**src/rtl/seq_pkg.sv**
```systemverilog
// rtl/seq_pkg.sv - shared status codes, FSM states and ASCII constants for the sequence-number checker
package seq_pkg;

    localparam logic [1:0] SEQ_OK  = 2'b00;
    localparam logic [1:0] SEQ_GAP = 2'b01;
    localparam logic [1:0] SEQ_LOW = 2'b10;
    localparam logic [1:0] SEQ_ERR = 2'b11;

    localparam logic [7:0] ASCII_ZERO = 8'h30;
    localparam logic [7:0] ASCII_NINE = 8'h39;
    localparam logic [7:0] ASCII_SOH  = 8'h01;

    typedef enum logic [2:0] {
        IDLE    = 3'd0,
        ACCUM   = 3'd1,
        DRAIN   = 3'd2,
        COMPARE = 3'd3,
        RESULT  = 3'd4
    } seq_state_t;

endpackage

```
**src/rtl/ascii_dec_accum.sv**
```systemverilog
// rtl/ascii_dec_accum.sv - combinational ASCII digit classify and acc*10+digit step with overflow flag
module ascii_dec_accum
    import seq_pkg::*;
#(
    parameter int BIN_WIDTH  = 32,
    parameter int MAX_DIGITS = 10,
    parameter int DCNT_WIDTH = 4
) (
    input  logic [BIN_WIDTH-1:0]  acc,
    input  logic [DCNT_WIDTH-1:0] count,
    input  logic [7:0]            data,
    output logic                  is_digit,
    output logic                  is_soh,
    output logic                  is_zero,
    output logic [BIN_WIDTH-1:0]  acc_next,
    output logic [DCNT_WIDTH-1:0] count_next,
    output logic                  overflow
);

    logic [BIN_WIDTH+3:0] wide;
    logic [BIN_WIDTH+3:0] acc_wide;

    assign is_digit = (data >= ASCII_ZERO) && (data <= ASCII_NINE);
    assign is_soh   = (data == ASCII_SOH);
    assign is_zero  = (data == ASCII_ZERO);

    // The low nibble of an ASCII digit is its numeric value; 4 spare bits hold acc*10+9
    assign acc_wide   = {4'b0000, acc};
    assign wide       = (acc_wide << 3) + (acc_wide << 1) + {{BIN_WIDTH{1'b0}}, data[3:0]};
    assign acc_next   = wide[BIN_WIDTH-1:0];
    assign count_next = count + DCNT_WIDTH'(1);
    assign overflow   = (wide[BIN_WIDTH+3:BIN_WIDTH] != 4'b0000) ||
                        (count_next > DCNT_WIDTH'(MAX_DIGITS));

endmodule

```
**config.mk**
```make
export PLATFORM = sky130hd
export DESIGN_NAME = ascii_dec_accum
export DESIGN_NICKNAME = d
export VERILOG_FILES = /design/src/rtl/seq_pkg.sv /design/src/rtl/ascii_dec_accum.sv
export SDC_FILE = /design/constraint.sdc
export NUM_CORES = 1
export LEC_CHECK = 0
export ABC_AREA = 0
export ABC_CLOCK_PERIOD_IN_PS = 6200
export CORE_UTILIZATION = 40
export DETAILED_ROUTE_END_ITERATION = 8
export PLACE_DENSITY = 0.82
export REMOVE_ABC_BUFFERS = 1
export SETUP_SLACK_MARGIN = 0.4
export SYNTH_ARGS = -nofsm -noshare
export SYNTH_HDL_FRONTEND = slang
export SYNTH_SLANG_ARGS = --single-unit
export TNS_END_PERCENT = 5
```
**constraint.sdc**
```tcl
create_clock -name vclk -period 6.2
set_clock_uncertainty 0.2 [all_clocks]
set_input_delay 1.55 -clock vclk [all_inputs]
set_output_delay 1.55 -clock vclk [all_outputs]
set_load 0.005 [all_outputs]
```
=== Yosys cells after proc, flatten, opt, wreduce, memory -nomap -nowiden ===
Cells that the tools add are included.

* Add/subtract/negate cells: 3
* Order comparisons: 3
* Equality and inequality tests: 2
* Reduce and logical (&&, ||, !) cells: 3

{| class="wikitable"
|+ Operators by type and width
! cell !! count
|-
| $add A35 B33 Y36 || 1
|-
| $add A36 B4 Y36 || 1
|-
| $eq A8 B1 Y1 const B || 1
|-
| $eq A8 B6 Y1 const B || 1
|-
| $ge A8 B6 Y1 const B || 1
|-
| $le A8 B6 Y1 const B || 1
|-
| $add A4 B1 Y4 const B || 1
|-
| $gt A4 B4 Y1 const B || 1
|-
| $reduce_bool A4 Y1 || 1
|-
| $logic_and A1 B1 Y1 || 1
|-
| $logic_or A1 B1 Y1 || 1
|}

* Flip-flop bits (word level): 0
* Output and inout port bits: 40
* Word-level logic and storage cells: 11

=== Logic depth before layout (Yosys ltp) ===
* Depth after elaboration: 4
* Mapped depth: 13

=== Worst setup path after synthesis ===
Ideal clock, no wire load.

* Path type: input-to-output
* From: input port acc[0]
* To: output port overflow
* Arrival time: 4518 ps
* Data required time: 4450 ps
* Slack: -68 ps
* Stages: 12
* Buffers on the path: 0
* Cell sequence: inv_1 -> fa_1 -> fa_1 -> nand2b_1 -> a211oi_1 -> o21ai_0 -> o31ai_1 -> a31oi_1 -> o21ai_0 -> a21oi_1 -> mux2i_1 -> or3_1

* Word-level cells in the longest chain between the ends: 4

{| class="wikitable"
|+ RTL lines
! what !! line !! text
|-
| start, declared || ascii_dec_accum.sv:9 || <nowiki>input logic [BIN_WIDTH-1:0] acc,</nowiki>
|-
| $add A35 B33 Y36 || ascii_dec_accum.sv:29 || <nowiki>assign wide = (acc_wide << 3) + (acc_wide << 1) + {{BIN_WIDTH{1'b0}}, data[3:0]};</nowiki>
|-
| $add A36 B4 Y36 || ascii_dec_accum.sv:29 ||
|-
| $reduce_bool A4 Y1 || ascii_dec_accum.sv:32 || <nowiki>assign overflow = (wide[BIN_WIDTH+3:BIN_WIDTH] != 4'b0000) ||</nowiki>
|-
| $logic_or A1 B1 Y1 || ascii_dec_accum.sv:32 ||
|-
| end, declared || ascii_dec_accum.sv:17 || <nowiki>output logic overflow</nowiki>
|}

Every way passes these cells.

=== Worst setup path in the final report ===
* From: input port data[3]
* To: output port overflow

* Word-level cells in the longest chain between the ends: 3

{| class="wikitable"
|+ RTL lines
! what !! line !! text
|-
| start, declared || ascii_dec_accum.sv:11 || <nowiki>input logic [7:0] data,</nowiki>
|-
| $add A36 B4 Y36 || ascii_dec_accum.sv:29 ||
|-
| $reduce_bool A4 Y1 || ascii_dec_accum.sv:32 ||
|-
| $logic_or A1 B1 Y1 || ascii_dec_accum.sv:32 ||
|}

Every way passes these cells.

==> results.py <==
metrics = {
    "run_status": {
        "outcome": "finished, violations left",
        "violations": "negative setup slack",
    },
    "sta": {
        "hold_viol": 0,
        "min_period_ps": 6390,
        "layout_setup_ws_ps": -190,
        "max_slew_margin": 0.730,
        "fmax_ghz": 0.157,
        "setup_violations": 4,
        "drv_slew": 0,
        "worst-slew-pin-transition_ps": 405,
        "fin_crit_sh": 1.03,
        "grt_setup_unrepaired": "true",
    },
    "final_layout": {
        "num-clock-buffers": 0,
        "syn_to_final_growth_pct": 81.0,
        "nets": 567,
        "fill_cells": 381,
        "diodes": 0,
        "fin_area_sq_um": 3940,
        "seq_cells": 0,
        "drive_gt1_frac": 0.330,
        "seqCellArea_sq_um": 0,
    },
    "routing": {
        "vias_per_cell": 5.35,
        "final_antenna_net_count": 0,
        "drtIter0Drc": 140,
        "drtPass1Iterations": 4,
        "vias": 2806,
        "route.detailed.drc": 0,
        "avgRoutedWirePerCell_um": 14.1,
        "drt_wl_total_um": 7410,
    },
    "floorplan": {
        "dieArea_sq_um": 5740,
        "initial_core_util": 0.421,
        "coreArea_sq_um": 5170,
        "ios": 84,
        "die_h_um": 75.8,
        "die_w_um": 75.8,
        "rows": 26,
    },
    "place": {
        "place_area_sq_um": 3660,
        "gp_congestion": 0.894,
        "dp_slack_ps": -1190,
        "port_buffers": 84,
        "dp_hpwl_um": 5730,
    },
    "critical_path": {
        "required_ps": 4450,
        "end_kind": "output port",
        "startpoint_type": "primary input",
        "cp_max_fo": 3,
        "path_class": "in -> out",
        "arrival_ps": 4640,
    },
    "logic_synthesis": {
        "yosysSeqAreaShare": 0,
        "syn-cell-area_sq_um": 2180,
        "postSynthAreaPerCell_sq_um": 7.55,
        "yosysWarningCount": 0,
        "syn_inst": 288,
        "ys_types": 40,
    },
    "global_routing": {
        "grt_pass1_vias": 2820,
        "grt_pass1_wl_um": 11500,
        "antenna_found_initial": 0,
        "met1_usage": 0.270,
        "met2_usage": 0.497,
        "grtUsageMet3": 0.0185,
        "grt_usage": 0.250,
        "grt_max_degree": 8,
        "top_usage_layer": "met2",
        "overflow": 0,
    },
    "power_and_ir_drop": {
        "irDropWorstVdd_mv": 0.0626,
        "power.density_nw_per_um2": 133,
        "power.total_uw": 526,
        "cellLeakagePower_nw": 1.99,
    },
    "run": {
        "drv_cap": 0,
    },
    "min_path": {
        "hp-class": "in -> out",
    },
}
power breakdown:
group / internal [mW] / switching [mW]
sequential: 0 / 0
combinational: 0.292 / 0.234
clock: 0 / 0
total: 0.292 / 0.234
synthesized netlist by cell type:
cell       count  share of area
a21o_1        15          0.052
nand3_1        8          0.018
o31ai_1        1         0.0035
a21bo_2        1         0.0046
mux2i_1        2         0.0092
buf_4          1         0.0035
or3_1          1         0.0029
a211oi_2       1         0.0057
ha_1          65           0.37
a211oi_1       4          0.014
o21ai_0       21          0.048
or4b_2         1         0.0046
nand2b_1       5          0.014
a31oi_1        4          0.011
nand4b_1       1         0.0040
nor2_1        27          0.047
and3_1         2         0.0057
o21bai_1       5          0.017
nand3b_1       3          0.010
a2111o_1       1         0.0052
or2b_1         1         0.0035
inv_1         14          0.024
a21oi_2        1         0.0040
nor3b_1        1         0.0035
xor2_1        12          0.048
a21oi_1       34          0.078
a221o_1        1         0.0046
and2_1         1         0.0029
fa_1           2          0.018
nand4_1        1         0.0029
clkbuf_1       1         0.0017
o211ai_1       3          0.010
and2b_1        1         0.0035
a2111oi_0      1         0.0040
a21boi_0       1         0.0035
xnor2_1       16          0.064
a221oi_4       1          0.012
nor3_1         3         0.0069
nand2_1       20          0.035
o21a_1         4          0.014
critical path: stages:
cell	delay [ps]
buf_6	80
inv_4	30
fa_2	600
inv_2	50
ha_4	210
a211oi_2	220
nor2_2	90
a2111o_1	440
a21oi_2	160
o21bai_1	80
a21bo_2	230
a221oi_4	330
o211ai_1	130
or3_1	300
buf_2	130
per-layer routing:
layer	part of all wire	vias to the layer above
li1	-	1401
met4	0.034	0
met3	0.040	26
met1	0.39	1270
met5	0	-
met2	0.53	109
through the flow:
step	util	hold WS, ps	std cells	setup TNS, ps
finish	0.761	3570	524	-500
global route	0.761	3600	524	-1090
CTS	0.752	3570	524	-643
detailed placement	0.707	3800	515	-14510
global placement	0.707	3800	515	-12560
floorplan	-	2900	286	-67.8
cells in the final DEF, fill, tap and decap left out, types with 4 or more instances in the layout:
master	Yosys	final
a21o_1	15	15
a21oi_1	34	28
a21oi_2	1	7
buf_2	0	14
buf_4	1	84
clkdlybuf4s50_1	0	47
dlygate4sd2_1	0	9
dlymetal6s2s_1	0	7
ha_1	65	50
ha_4	0	13
inv_1	14	9
nand2_1	20	19
nand2b_1	5	4
nand3_1	8	8
nor2_1	27	25
o21a_1	4	4
o21ai_0	21	12
o21ai_1	0	6
o21bai_1	5	5
xnor2_1	16	15
xor2_1	12	11
layout make-up:
cell class,count,area [sq um],share of cell area
well taps,70,87.6,0.0222
inverters,14,57.6,0.0146
repair buffers,168,1410,0.357
multi-input cells,272,2390,0.606
path summary, 6_finish.rpt:
path	start	to	cells past startpoint
setup / recovery	data[3]	overflow	15
hold / removal	data[3]	is_soh	5
what timing repair did:
item | in CTS | in global routing
hold buffers | 0 | 0
gates cloned | 0 | 0
setup endpoints to repair | 28 | 24
pin swaps | 37 | 29
buffers inserted | 9 | 0
resized for setup | 117 | 34
endpoints found under the hold margin | 0 | 0
cells by family (layout without fill, tap and decap cells):
logic type,Yosys count,after routing,synth area share
multiplexers,2,2,0.00920
AO/OA/AOI/OAI,99,99,0.292
AND/OR/NAND/NOR,76,76,0.164
adder cells (fa/ha/maj),67,67,0.392
buffers and inverters,16,182,0.0293
XOR/XNOR,28,28,0.113
Power figures use the tool's default switching activity.
